$ cat config.mk
export PLATFORM = sky130hd
export DESIGN_NAME = mem_access_unit
export DESIGN_NICKNAME = d
export VERILOG_FILES = /design/src/rtl/mem_pkg.sv /design/src/rtl/mem_access_unit.sv
export SDC_FILE = /design/constraint.sdc
export NUM_CORES = 1
export LEC_CHECK = 0
export CORE_MARGIN = 2
export CORE_UTILIZATION = 40
export DETAILED_ROUTE_END_ITERATION = 8
export GPL_TIMING_DRIVEN = 0
export HOLD_SLACK_MARGIN = 0.08
export PLACE_DENSITY = 0.76
export SYNTH_ARGS = -nofsm -noshare
export SYNTH_HDL_FRONTEND = slang
export SYNTH_SLANG_ARGS = --single-unit
$ cat constraint.sdc
create_clock -name clk -period 2.1 [get_ports clk]
set_input_delay 0.42 -clock clk [delete_from_list [all_inputs] [get_ports clk]]
set_output_delay 0.42 -clock clk [all_outputs]
set_load 0.02 [all_outputs]
$ cat src/rtl/mem_pkg.sv
// Shared definitions for the load/store sequencer in front of the 256x16 data memory:
// widths, FSM state encoding and the latched request record.
package mem_pkg;

    localparam int ADDR_W = 8;
    localparam int DATA_W = 16;
    localparam int RD_W   = 3;

    typedef enum logic [2:0] {
        ST_IDLE  = 3'd0,
        ST_RD    = 3'd1,
        ST_WR    = 3'd2,
        ST_GUARD = 3'd3,
        ST_RESP  = 3'd4
    } state_t;

    typedef struct packed {
        logic              we;
        logic [ADDR_W-1:0] addr;
        logic [DATA_W-1:0] wdata;
        logic [RD_W-1:0]   rd;
    } mem_req_t;

endpackage

$ cat src/rtl/mem_access_unit.sv
// Load/store sequencer: one request at a time, registered glitch-free memory pins,
// load results returned to writeback over a valid/ready handshake.
module mem_access_unit #(
    parameter int ADDR_W = mem_pkg::ADDR_W,
    parameter int DATA_W = mem_pkg::DATA_W,
    parameter int RD_W   = mem_pkg::RD_W
) (
    input  logic              clk,
    input  logic              rst,
    input  logic              req_valid,
    output logic              req_ready,
    input  logic              req_we,
    input  logic [ADDR_W-1:0] req_addr,
    input  logic [DATA_W-1:0] req_wdata,
    input  logic [RD_W-1:0]   req_rd,
    output logic              resp_valid,
    input  logic              resp_ready,
    output logic [DATA_W-1:0] resp_rdata,
    output logic [RD_W-1:0]   resp_rd,
    output logic              memread,
    output logic              memwrite,
    output logic [ADDR_W-1:0] address,
    output logic [DATA_W-1:0] data_in,
    input  logic [DATA_W-1:0] mem_dout
);
    import mem_pkg::*;

    state_t            state_r;
    state_t            next_state_s;
    mem_req_t          req_r;
    logic              accept_s;
    logic              req_ready_nxt_s;
    logic              resp_valid_nxt_s;
    logic              memread_nxt_s;
    logic              memwrite_nxt_s;
    logic              req_ready_r;
    logic              resp_valid_r;
    logic              memread_r;
    logic              memwrite_r;
    logic [DATA_W-1:0] resp_rdata_r;
    logic [RD_W-1:0]   resp_rd_r;

    assign accept_s = (state_r == ST_IDLE) & req_ready_r & req_valid;

    // State register
    always_ff @(posedge clk or posedge rst) begin
        if (rst) begin
            state_r <= ST_IDLE;
        end else begin
            state_r <= next_state_s;
        end
    end

    // Next-state decode
    always_comb begin
        next_state_s = state_r;
        case (state_r)
            ST_IDLE: begin
                if (accept_s) begin
                    next_state_s = req_we ? ST_WR : ST_RD;
                end else begin
                    next_state_s = ST_IDLE;
                end
            end
            ST_RD:    next_state_s = ST_RESP;
            ST_WR:    next_state_s = ST_GUARD;
            ST_GUARD: next_state_s = ST_IDLE;
            ST_RESP: begin
                if (resp_ready) begin
                    next_state_s = ST_IDLE;
                end else begin
                    next_state_s = ST_RESP;
                end
            end
            default:  next_state_s = ST_IDLE;
        endcase
    end

    // Output decode: values the pins take once the next state is entered
    always_comb begin
        req_ready_nxt_s  = 1'b0;
        resp_valid_nxt_s = 1'b0;
        memread_nxt_s    = 1'b0;
        memwrite_nxt_s   = 1'b0;
        case (next_state_s)
            ST_IDLE:  req_ready_nxt_s  = 1'b1;
            ST_RD:    memread_nxt_s    = 1'b1;
            ST_WR:    memwrite_nxt_s   = 1'b1;
            ST_RESP:  resp_valid_nxt_s = 1'b1;
            ST_GUARD: req_ready_nxt_s  = 1'b0;
            default:  req_ready_nxt_s  = 1'b0;
        endcase
    end

    // Control output registers; reset clears memwrite without waiting for a clock
    always_ff @(posedge clk or posedge rst) begin
        if (rst) begin
            req_ready_r  <= 1'b0;
            resp_valid_r <= 1'b0;
            memread_r    <= 1'b0;
            memwrite_r   <= 1'b0;
        end else begin
            req_ready_r  <= req_ready_nxt_s;
            resp_valid_r <= resp_valid_nxt_s;
            memread_r    <= memread_nxt_s;
            memwrite_r   <= memwrite_nxt_s;
        end
    end

    // Request latch; address/data pins only move on acceptance so GUARD holds them
    always_ff @(posedge clk or posedge rst) begin
        if (rst) begin
            req_r <= '{we: 1'b0, addr: {ADDR_W{1'b0}}, wdata: {DATA_W{1'b0}}, rd: {RD_W{1'b0}}};
        end else if (accept_s) begin
            req_r <= '{we: req_we, addr: req_addr, wdata: req_wdata, rd: req_rd};
        end else begin
            req_r <= req_r;
        end
    end

    // Load data capture at the end of the read cycle, held through RESP
    always_ff @(posedge clk or posedge rst) begin
        if (rst) begin
            resp_rdata_r <= {DATA_W{1'b0}};
            resp_rd_r    <= {RD_W{1'b0}};
        end else if ((state_r == ST_RD) && !req_r.we) begin
            resp_rdata_r <= mem_dout;
            resp_rd_r    <= req_r.rd;
        end else begin
            resp_rdata_r <= resp_rdata_r;
            resp_rd_r    <= resp_rd_r;
        end
    end

    assign req_ready  = req_ready_r;
    assign resp_valid = resp_valid_r;
    assign resp_rdata = resp_rdata_r;
    assign resp_rd    = resp_rd_r;
    assign memread    = memread_r;
    assign memwrite   = memwrite_r;
    assign address    = req_r.addr;
    assign data_in    = req_r.wdata;

endmodule

==> impl_metrics.env, run 1 <==
export IMPL_wl_um=4220
export IMPL_async_flop_share=1.00
export IMPL_multi_input_area_um2=636
export IMPL_synth_top_area_share=0.607
export IMPL_first_iter_violations=32
export IMPL_grt_first_pass_wirelength_um=7220
export IMPL_cts_sinks=54
export IMPL_num_rows=27
export IMPL_cts_tree="built"
export IMPL_report_power_total_mw=5.23
export IMPL_drtAntennaViolNets=0
export IMPL_num_vias=1442
export IMPL_synth_top_cells_by_count="dfrtp_1 (54), mux2_2 (45), buf_4 (25)"
export IMPL_track_usage=0.150
export IMPL_synth_seq_cells=54
export IMPL_avgSynthCellArea_um2=15.4
export IMPL_drv_cap=0
export IMPL_gp_congestion=0.720
export IMPL_drive_gt1_frac=0.347
export IMPL_postCtsResizedCells=0
export IMPL_dr_pass1_iters=4
export IMPL_finalSetupViolCount=0
export IMPL_path_clk_slew_ns=0.09
export IMPL_fin_ws_ns=0.321
export IMPL_fmax_ghz=0.562
export IMPL_cts_root_buffer="clkbuf_8"
export IMPL_final_area_um2=3390
export IMPL_fin_skew_ns=0.00779
export IMPL_routed_via_density=4.51
export IMPL_core_um2=5440
export IMPL_final_nets=295
export IMPL_power_density_nw_per_um2=1540
export IMPL_slew_headroom=0.668
export IMPL_antenna_found_initial=0
export IMPL_status="finished, final reports clean"
export IMPL_ir_worst_vdd_v=0.000772
export IMPL_synth_distinct_cells=16
export IMPL_diodes=0
export IMPL_drcViolationCount=0
export IMPL_period_needed_ns=1.78
export IMPL_rsz0062_at_grt="no"
export IMPL_preCtsSetupSlack_ns=0.0308
export IMPL_worst_setup_path_type="reg -> out"
export IMPL_cp_arrival_ns=1.36
export IMPL_worst_pin_slew_ns=0.495
export IMPL_dieArea_um2=6180
export IMPL_numCtsBuffers=5
export IMPL_synth_warnings=0
export IMPL_slew_viol_final=0
export IMPL_dieWidth_um=78.6
export IMPL_die_h_um=78.6
export IMPL_dpl_hpwl_um=3260
export IMPL_synth_edf_count=0
export IMPL_final_hold_viol_count=0
export IMPL_cts_setup_buffers=0
export IMPL_grt_start_max_net_pins=38
export IMPL_syn_num_nets=193
export IMPL_fillCellCount=451
export IMPL_syn_area_um2=2230
export IMPL_start_util=0.409
export IMPL_placed_cell_area_um2=3280
export IMPL_synth_ff_type="dfrtp_1"
export IMPL_clkLatencyLatePin_ns=0.30
export IMPL_final_util=0.623
export IMPL_portBuffers=94
export IMPL_gr_total_overflow=0
export IMPL_synth_top_cell_by_area="dfrtp_1"
export IMPL_hold_buffers=0
export IMPL_wl_per_cell_um=13.2
export IMPL_yosys_cell_count_top_type="dfrtp_1"
export IMPL_startpoint_type="register"
export IMPL_syn_to_final_growth_pct=52.1
export IMPL_ys_seq_area_frac=0.607
export IMPL_grt_pass1_vias=1600
export IMPL_htree_levels=2
export IMPL_required_ns=1.68
export IMPL_worstPathMaxFanout=2
export IMPL_syn_inst=145
export IMPL_leakage_nw=1.45
export IMPL_critPathCaptureType="output pin"
export IMPL_pin_count=95
export IMPL_cts_buffer_depth=2
export IMPL_fin_crit_sh=0.847
export IMPL_synth_area_leaders="dfrtp_1 (61%), mux2_2 (23%), buf_4 (8.4%)"
export IMPL_seqCellArea_um2=1350
export IMPL_min_delay_path_class="in -> async"
## metal layers
metal	part of all wire	GRT usage	up-vias
li1	-	-	672
met1	0.39	0.170	707
met2	0.51	0.256	56
met3	0.087	0.0563	7
met4	0.014	0.0561	0
met5	0	0	-
## worst max-delay path, stage by stage (launching register included)
cell and delay, ns:
dfrtp_1 0.37, buf_4 0.11, clkdlybuf4s50_1 0.59
## state kept, by name, indices dropped and copies added, names as in the netlist, 3 cells and up
| register | cells |
|---|---|
| data_in | 16 |
| resp_rdata | 16 |
| address | 8 |
| req_r | 4 |
| resp_rd | 3 |
| state_r | 3 |
## per-stage QoR
stage               instances  hold slack, ns  setup TNS [ns]
CTS                       320           0.414               0
floorplan                 145           0.459               0
finish                    320           0.418               0
global route              320           0.423               0
detailed placement        312           0.478               0
global placement          311           0.469          -35.89
## path summary, 6_finish.rpt
| kind | startpoint | end | slack, ns | depth (start not counted) |
|---|---|---|---|---|
| min in group clk | resp_rdata[1] | resp_rdata[1] | 0.50 | 1 |
| max | address[6] | address[6] | 0.32 | 2 |
| min reg2reg | resp_rdata[1] | resp_rdata[1] | 0.50 | 1 |
| max in group asynchronous | rst | address[6] | 1.16 | 3 |
| max reg2reg | state_r[0] | address[6] | 0.42 | 3 |
| min | rst | resp_rdata[2] | 0.42 | 2 |
## layout make-up
cell class / count / share of cell area
well taps: 72 / 0.0266
flip-flops and latches: 54 / 0.399
multi-input cells: 60 / 0.188
inverters: 2 / 0.00222
clock inverters: 2 / 0.0111
repair buffers: 95 / 0.284
clock buffers: 6 / 0.0214
plain buffers: 29 / 0.0687
## kinds of logic after synthesis
family / Yosys count / synth area share
multiplexers: 47 / 0.238
AND/OR/NAND/NOR: 9 / 0.0365
flip-flops: 54 / 0.607
buffers and inverters: 31 / 0.108
AO/OA/AOI/OAI: 4 / 0.0112
## cell usage in the layout (no fill, tap or decap), types with 2 or more instances in the layout
master and instances:
a21oi_1 2, mux2_1 2, and2_1 2, a21o_1 2, buf_4 25, buf_6 4, clkdlybuf4s50_1 94, clkbuf_8 5
dfrtp_1 54, mux2_2 45
## power by group
| group | internal [mW] | switching (mW) |
|---|---|---|
| Sequential | 1.55 | 0.267 |
| Combinational | 1.64 | 1.11 |
| Clock | 0.356 | 0.320 |
| Total | 3.54 | 1.69 |
No activity file was read; power rests on OpenSTA's default activity.
==> run 2, diff against run 1 <==
Settings changed: CORE_UTILIZATION 40 to 38.
Clock period 2.1 ns to 1.5 ns, I/O delays scaled along.
==> impl_metrics.env, run 2 (same netlist as run 1, synthesis figures left out) <==
export IMPL_status="finished, violations left"
export IMPL_violations="setup timing"
export IMPL_first_iter_violations=37
export IMPL_drive_gt1_frac=0.414
export IMPL_placed_cell_area_um2=3260
export IMPL_finalSetupTns_ns=-0.663
export IMPL_grt_first_pass_wirelength_um=7730
export IMPL_worstPathMaxFanout=8
export IMPL_dp_cells=311
export IMPL_fmax_ghz=0.650
export IMPL_wl_met1_um=2080
export IMPL_num_vias=1500
export IMPL_cts_buffer_depth=2
export IMPL_cts_tree="built"
export IMPL_htree_levels=2
export IMPL_final_util=0.666
export IMPL_core_um2=5570
export IMPL_pin_count=95
export IMPL_wl_um=4950
export IMPL_critPathCaptureType="register"
export IMPL_required_ns=1.70
export IMPL_startpoint_type="register"
export IMPL_track_usage=0.156
export IMPL_cts_root_buffer="clkbuf_8"
export IMPL_power_density_nw_per_um2=2110
export IMPL_routed_top_layer="met4"
export IMPL_routed_wl_met2_um=2400
export IMPL_dieWidth_um=80.6
export IMPL_final_cell_mix="dfrtp_1 (51), dlygate4sd2_1 (48), clkdlybuf4s50_1 (45)"
export IMPL_cp_arrival_ns=1.74
export IMPL_fin_skew_ns=0.00743
export IMPL_dpl_hpwl_um=3020
export IMPL_fillCellCount=441
export IMPL_gr_total_overflow=0
export IMPL_routed_via_density=4.48
export IMPL_slew_viol_final=0
export IMPL_slew_headroom=0.235
export IMPL_wl_met3_um=411
export IMPL_finalSetupViolCount=34
export IMPL_clkLatencyLatePin_ns=0.30
export IMPL_drtAntennaViolNets=0
export IMPL_syn_to_final_growth_pct=66.8
export IMPL_die_h_um=80.6
export IMPL_ir_worst_vdd_v=0.00107
export IMPL_final_nets=310
export IMPL_report_power_total_mw=7.85
export IMPL_fin_ws_ns=-0.0384
export IMPL_min_delay_path_class="in -> async"
export IMPL_hold_buffers=0
export IMPL_portBuffers=94
export IMPL_start_util=0.400
export IMPL_leakage_nw=1.80
export IMPL_dr_pass1_iters=3
export IMPL_rsz0062_at_grt="yes"
export IMPL_final_hold_viol_count=0
export IMPL_worst_pin_slew_ns=1.14
export IMPL_path_clk_slew_ns=0.10
export IMPL_antenna_found_initial=0
export IMPL_num_rows=27
export IMPL_fin_crit_sh=1.03
export IMPL_worst_setup_path_type="reg -> reg"
export IMPL_drv_cap=0
export IMPL_final_area_um2=3710
export IMPL_grt_start_max_net_pins=55
export IMPL_cts_sinks=54
export IMPL_final_common_cell="dfrtp_1"
export IMPL_wl_per_cell_um=14.8
export IMPL_drcViolationCount=0
export IMPL_dieArea_um2=6490
export IMPL_gp_congestion=0.644
export IMPL_grt_pass1_vias=1570
export IMPL_final_cells=335
export IMPL_period_needed_ns=1.54
export IMPL_diodes=0
export IMPL_numCtsBuffers=5
-- run 2: changes by cell type in the layout (fill, tap and decap cells not counted), sizes merged --
cell,before,now
clkbuf,6,5
dlymetal6s2s,0,1
clkinv,0,2
clkdlybuf4s50,94,45
dlygate4sd2,0,48
buf,30,45
inv,2,1
-- run 2: layer usage --
metal,vias up,GRT usage
li1,701,-
met1,733,0.198
met2,59,0.259
met3,7,0.0494
met4,0,0.0407
met5,-,0
-- run 2: worst paths after layout --
path	startpoint	end	slack [ns]	cells past startpoint
max in group asynchronous	rst	req_ready	0.51	2
hold / removal	rst	resp_rdata[3]	0.30	2
setup / recovery	state_r[1]	req_r[1]	-0.04	4
hold reg to reg	resp_rdata[11]	resp_rdata[11]	0.51	1
min in group clk	resp_rdata[11]	resp_rdata[11]	0.51	1
setup reg to reg	state_r[1]	req_r[1]	-0.04	4
-- run 2: area by class of cell --
type / instances / area (um2) / area share
clock inverter: 3 / 40.0 / 0.0108
buffer: 27 / 221 / 0.0596
inverter: 2 / 11.3 / 0.00303
clock buffer: 5 / 68.8 / 0.0185
multi-input combinational: 60 / 816 / 0.220
tap: 72 / 90.1 / 0.0243
sequential: 54 / 1360 / 0.365
timing repair buffer: 112 / 1110 / 0.299
-- run 2: report_power, final --
part / total (mW) / internal [mW] / switching [mW]
registers: 2.59 / 2.17 / 0.420
logic: 4.30 / 2.56 / 1.73
clock network: 0.958 / 0.492 / 0.466
-- run 2: what timing repair did --
item,CTS,global route
endpoints found under the hold margin,0,0
cloned,3,0
pin swaps,3,2
gates resized for setup,79,38
endpoints found under the setup margin,85,51
setup buffers,14,2
-- run 2: worst max-delay path, stage by stage, from the launching register on --
cell     delay [ns]
dfrtp_2        0.46
nor4_4         0.35
buf_6          0.18
buf_8          0.14
mux2_4         0.30
-- run 2: per-stage QoR --
stage               setup slack [ns]  hold WS (ns)
global placement              -0.437         0.469
global route                 -0.0798         0.408
detailed placement            -0.457         0.489
finish                       -0.0384         0.299
floorplan                   -0.00577         0.368
CTS                          -0.0839         0.512
==> RTL edit 1 (flow settings as in run 2) <==
Change the package constant `RD_W` from 3 to 4.
--- a/src/rtl/mem_pkg.sv
+++ b/src/rtl/mem_pkg.sv
@@ -6,3 +6,3 @@
     localparam int DATA_W = 16;
-    localparam int RD_W   = 3;
+    localparam int RD_W   = 4;
 
Ports: changed (resized req_rd and resp_rd); port bits go from 95 to 97. No check against the original RTL was run, so the function may have changed too.
==> RTL edit 1 against run 2 <==
The run still ends with setup timing left; design area fell by 2.0%; final cell count is 0.60% higher; clock skew decreased by 0.0018 ns; global-route usage decreased by 1.8 points; routed wire length shrank 4.0%; area after synthesis grew 2.8%; largest power group unchanged; power decreased by 4.2%; sequential cell count is 2 higher; setup slack lost 0.015 ns.
==> RTL edit 1: results (changes against run 2) <==
## Synthesis
• **Compound-Gate Fraction of Synth Area** 1.09%, -0.031 points
• **distinct cell type count after synthesis** 17, +1
• **share of the yosys chip area belonging to registers** 61.2%, +0.53 points
• **Post-Synthesis Cells** 149, +2.8%
• **top post-synthesis cells by area** sky130_fd_sc_hd__dfrtp_1 61%, sky130_fd_sc_hd__mux2_2 23%, sky130_fd_sc_hd__buf_4 7.9%
• **net count after synthesis** 198, +2.6%
• **portion of netlist area occupied by mux cells** 24.1%, +0.33 points
• **ranking of synthesized cells by instance count** 56 x sky130_fd_sc_hd__dfrtp_1, 47 x sky130_fd_sc_hd__mux2_2, 24 x sky130_fd_sc_hd__buf_4

## Route
• **final WL** 4.76 mm, -4.0%
• **final routed wire length divided by cell count** 14.1 um, -4.5%
• **detailed-route vias per instance** 4.52, +1.0%

## CTS
• **clock sinks** 56, +3.7%
• **TritonCTS Buffers** 5, unchanged
• **buffers inserted by post-CTS timing repair** 9, -5
• **quantity of gates resized following cts** 68, -14%

## Worst setup path
• **Worst Reg2Reg Path Length in Cells** 5, +1
• **crit-path max FO** 5, -3
• **Worst Setup SP** state_r[0]

## Global routing
• **largest net degree at the start of global routing** 57, +3.6%
• **global router's overall resource usage** 13.8%, -1.8 points
• **first-pass GRT wire length** 7.01 mm, -9.3%
• **via count of the first global-routing pass** 1482, -5.6%

## Layout
• **total area of multi-input combinational cells** 761 um^2, -6.7%
• **count of filler cells inserted in the layout** 482, +9.3%
• **clk_buf instances** 7, +2
• **Final Core Density** 61.9%, -4.8 points
• **share of cells above drive strength 1** 39.3%, -2.1 points
• **Multi-Input Combinational** 62, +3.3%
• **relative area of clock buffers and inverters in the final design** 2.65%, -0.28 points
• **non-clock buffer instance count of the final layout** 135, -2.9%
• **Ant. Diodes** 0, unchanged
• **nets@finish** 311, +0.32%
• **Layout non-clock buf frac** 34.9%, -0.96 points

## Outcome
• **violated checks** setup timing
• **outcome** finished, violations left

## STA
• **Post-Route Setup TNS** -0.290 ns, +0.373 ns
• **number of endpoints failing setup at the final stage** 7, -79%
• **setup slack of the critical path after layout** -0.0537 ns, -0.0153 ns
• **slew at the pin with the worst max-slew slack** 0.379 ns, -0.766 ns
• **Fin Clk Skew** 0.00560 ns, -0.00184 ns

## Placed design
• **total placed instance area** 0.00336 mm^2, +3.0%
• **worst setup slack before clock tree synthesis** -0.534 ns, -0.0761 ns
• **IO buf count** 96, +2.1%
• **placed cell count** 320, +2.9%
• **weighted congestion at the end of routability-driven global placement** 0.710, +10%
• **half-perimeter wire length after detailed placement** 3.00 mm, -0.51%

## Pwr
• **combinational-cell power consumption** 4.01 mW, -6.7%
• **net switching power** 2.53 mW, -3.5%
• **Switching Share** 33.6%, +0.23 points
• **power of the clock network** 864 uW, -9.8%
• **leakage power** 1.72 nW, -4.0%
• **Worst IR Drop VDD** 0.834 mV, -22%

## Die
• **Site Rows** 28, +3.7%

RTL edit 1: cell count changes after synthesis, sizes merged:
cell	before	now
mux2	47	49
nand2b	0	1
dfrtp	54	56
or2b	1	0
RTL edit 1: worst paths after layout:
kind | to | slack [ns]
max in group asynchronous | state_r[1] | 0.66
min in group clk | resp_rd[1] | 0.50
max | data_in[2] | -0.05
max reg2reg | data_in[2] | -0.05
min | resp_rdata[7] | 0.31
min reg2reg | resp_rd[1] | 0.50
RTL edit 1: routing by layer:
metal,wire length (um),up-vias,global-route usage [%]
met1,2090,746,17.7
met3,375,8,4.95
met4,59,0,4.00
li1,-,707,-
met2,2230,63,22.2
met5,0,-,0
RTL edit 1: worst max-delay path, delay by kind of cell, from the launching register on:
family,cells,cell delay [ns]
buffers and inverters,3,0.39
flip-flops,1,0.45
AND/OR/NAND/NOR,1,0.31
multiplexers,1,0.30
==> RTL edit 2 (flow settings as in run 2) <==
Made on the original files. Make the reset (`rst`) synchronous in 4 clocked blocks.
--- a/src/rtl/mem_access_unit.sv
+++ b/src/rtl/mem_access_unit.sv
@@ -45,3 +45,3 @@
     // State register
-    always_ff @(posedge clk or posedge rst) begin
+    always_ff @(posedge clk) begin
         if (rst) begin
@@ -95,3 +95,3 @@
     // Control output registers; reset clears memwrite without waiting for a clock
-    always_ff @(posedge clk or posedge rst) begin
+    always_ff @(posedge clk) begin
         if (rst) begin
@@ -110,3 +110,3 @@
     // Request latch; address/data pins only move on acceptance so GUARD holds them
-    always_ff @(posedge clk or posedge rst) begin
+    always_ff @(posedge clk) begin
         if (rst) begin
@@ -121,3 +121,3 @@
     // Load data capture at the end of the read cycle, held through RESP
-    always_ff @(posedge clk or posedge rst) begin
+    always_ff @(posedge clk) begin
         if (rst) begin
Function: differs if rst is asserted again (counterexample within 4 cycles, from zero or initial values and one cycle with rst high); with rst held inactive, the same outputs for 10 cycles.
==> RTL edit 2 against run 2 <==
The flow still finishes with violations (setup timing); design area shrank 5.9%; sequential cell count unchanged; final cell count rose by 33%; routed wire length increased by 19%; area after synthesis decreased by 0.28%; synthesized cell count rose by 81%; setup slack improved by 0.0074 ns; highest routed layer unchanged; critical endpoint is now req_r[27].
Power is not compared: it rests on default switching activity, and its combinational part moved more than twofold at a synthesized area within 25%.
==> RTL edit 2: results (changes against run 2) <==
## Route
• **final WL** 5.89 mm, +19%
• **DR vias** 2148, +43%
• **iteration count of the initial detailed-routing pass** 4, +1
• **DR WL met3** 304 um, -26%
• **routed length on met1** 2.54 mm, +22%
• **number of DRC violations after detailed-routing iteration 0** 84, +130%

## Worst setup path
• **crit-path max FO** 6, -2
• **arrival time worst endpoint** 1.71 ns, -0.03 ns

## STA
• **Fin Clk Skew** 0.0109 ns, +0.00350 ns
• **worst slew margin relative to its limit** 68.8%, +45 points
• **Post-Route Setup TNS** -0.263 ns, +0.401 ns
• **setup slack of the critical path after layout** -0.0309 ns, +0.00741 ns
• **number of endpoints failing setup at the final stage** 21, -38%

## Outcome
• **violated checks** setup timing
• **outcome** finished, violations left

## Layout
• **share of cells above drive strength 1** 23.9%, -18 points
• **count of filler cells inserted in the layout** 531, +20%
• **post-route non-filler standard cell count** 445, +33%
• **Ant. Diodes** 0, unchanged

## Global routing
• **met3 demand-to-capacity share in global routing** 3.71%, -1.2 points
• **met2 Track Usage GR** 31.4%, +5.5 points
• **first-pass GRT wire length** 9.31 mm, +20%
• **fraction of met1 tracks used by global routing** 23.0%, +3.2 points
• **via count of the first global-routing pass** 2035, +30%
• **largest net degree at the start of global routing** 16, -71%

## Synthesis
• **distinct cell type count after synthesis** 25, +9
• **share of the yosys chip area belonging to registers** 48.7%, -12 points
• **Post-Synthesis Cells** 262, +81%
• **async set-reset flop share out of synthesis** 0%, -100 points
• **ranking of synthesized cells by instance count** 54 x sky130_fd_sc_hd__dfxtp_1, 47 x sky130_fd_sc_hd__a21oi_1, 38 x sky130_fd_sc_hd__nand2_1
• **leading register cell type out of synthesis** sky130_fd_sc_hd__dfxtp_1

## Placed design
• **placed cell count** 427, +37%
• **worst setup slack before clock tree synthesis** -0.432 ns, +0.0258 ns
• **IO buf count** 93, -1.1%
• **weighted congestion at the end of routability-driven global placement** 0.680, +5.6%
• **half-perimeter wire length after detailed placement** 4.08 mm, +35%
• **total placed instance area** 0.00324 mm^2, -0.65%

## Min path
• **type of the most critical hold path** flip-flop to flip-flop

## CTS
• **clock input transition at the sequential cells of the worst setup and hold paths** 0.09 ns

## Pwr
• **leakage power** 1.51 nW

==> RTL edit 2: cell count changes in the layout (fill, tap and decap cells not counted), moves of 7 or more <==
cell and change:
sky130_fd_sc_hd__a21oi_1 +44, sky130_fd_sc_hd__clkbuf_1 +7, sky130_fd_sc_hd__dfrtp_1 -51, sky130_fd_sc_hd__dfxtp_1 +50, sky130_fd_sc_hd__mux2_4 -44, sky130_fd_sc_hd__nand2_1 +38, sky130_fd_sc_hd__nand3_1 +28, sky130_fd_sc_hd__o21ai_1 +9
sky130_fd_sc_hd__o21ai_2 +19
==> RTL edit 2: timing repair <==
action,CTS,global route
buffers inserted,8,3
gates resized for setup,113,15
pin swaps,19,3
cloned,2,0
endpoints found under the setup margin,87,49
==> RTL edit 2: path summary, 6_finish.rpt <==
kind / from / endpoint / slack, ns / cells past startpoint
max: state_r[2] / req_r[27] / -0.03 / 4
min: resp_rdata[5] / resp_rdata[5] / 0.45 / 2
max reg2reg: state_r[2] / req_r[27] / -0.03 / 4
min reg2reg: resp_rdata[5] / resp_rdata[5] / 0.45 / 2
==> RTL edit 2: worst max-delay path, stage by stage, from the launching register on <==
cell and delay [ns]:
sky130_fd_sc_hd__dfxtp_4 0.39, sky130_fd_sc_hd__or4b_4 0.63, sky130_fd_sc_hd__clkbuf_8 0.20, sky130_fd_sc_hd__o21ai_2 0.13, sky130_fd_sc_hd__a21oi_2 0.07
==> RTL edit 2: logic make-up (layout without fill, tap and decap cells) <==
logic type	Yosys count	in the layout	share of synthesized area, %
and+or+nand+nor	82	82	19.5
AOI/OAI and AO/OA	76	76	17.2
DFF	54	54	48.7
buffers and inverters	48	159	13.7
xor gates and xnor gates	1	1	0.394
muxes	1	1	0.451
==> RTL edit 2: area by class of cell <==
cell class                      instances  area (um^2)  share of cell area [%]
Clock buffer                            7         86.3                    2.47
Timing Repair Buffer                  106          982                    28.1
Inverter                                1         3.75                   0.107
Tap cell                               72         90.1                    2.58
Buffer                                 44          319                    9.13
Clock inverter                          1         5.00                   0.143
Sequential cell                        54         1090                    31.2
Multi-Input combinational cell        160          918                    26.3
==> RTL edit 2: power by group through the flow <==
| stage | combinational (mW) | clock, mW | sequential (mW) |
|---|---|---|---|
| 6_report | 0.872 | 0.826 | 1.57 |
| 5_1_grt | 0.942 | 0.903 | 1.58 |
| 4_1_cts | 0.867 | 0.844 | 1.57 |
| 3_5_place_dp | 0.781 | 0 | 1.59 |
| 3_3_place_gp | 0.774 | 0 | 1.58 |
| 2_1_floorplan | 0.411 | 0 | 1.61 |
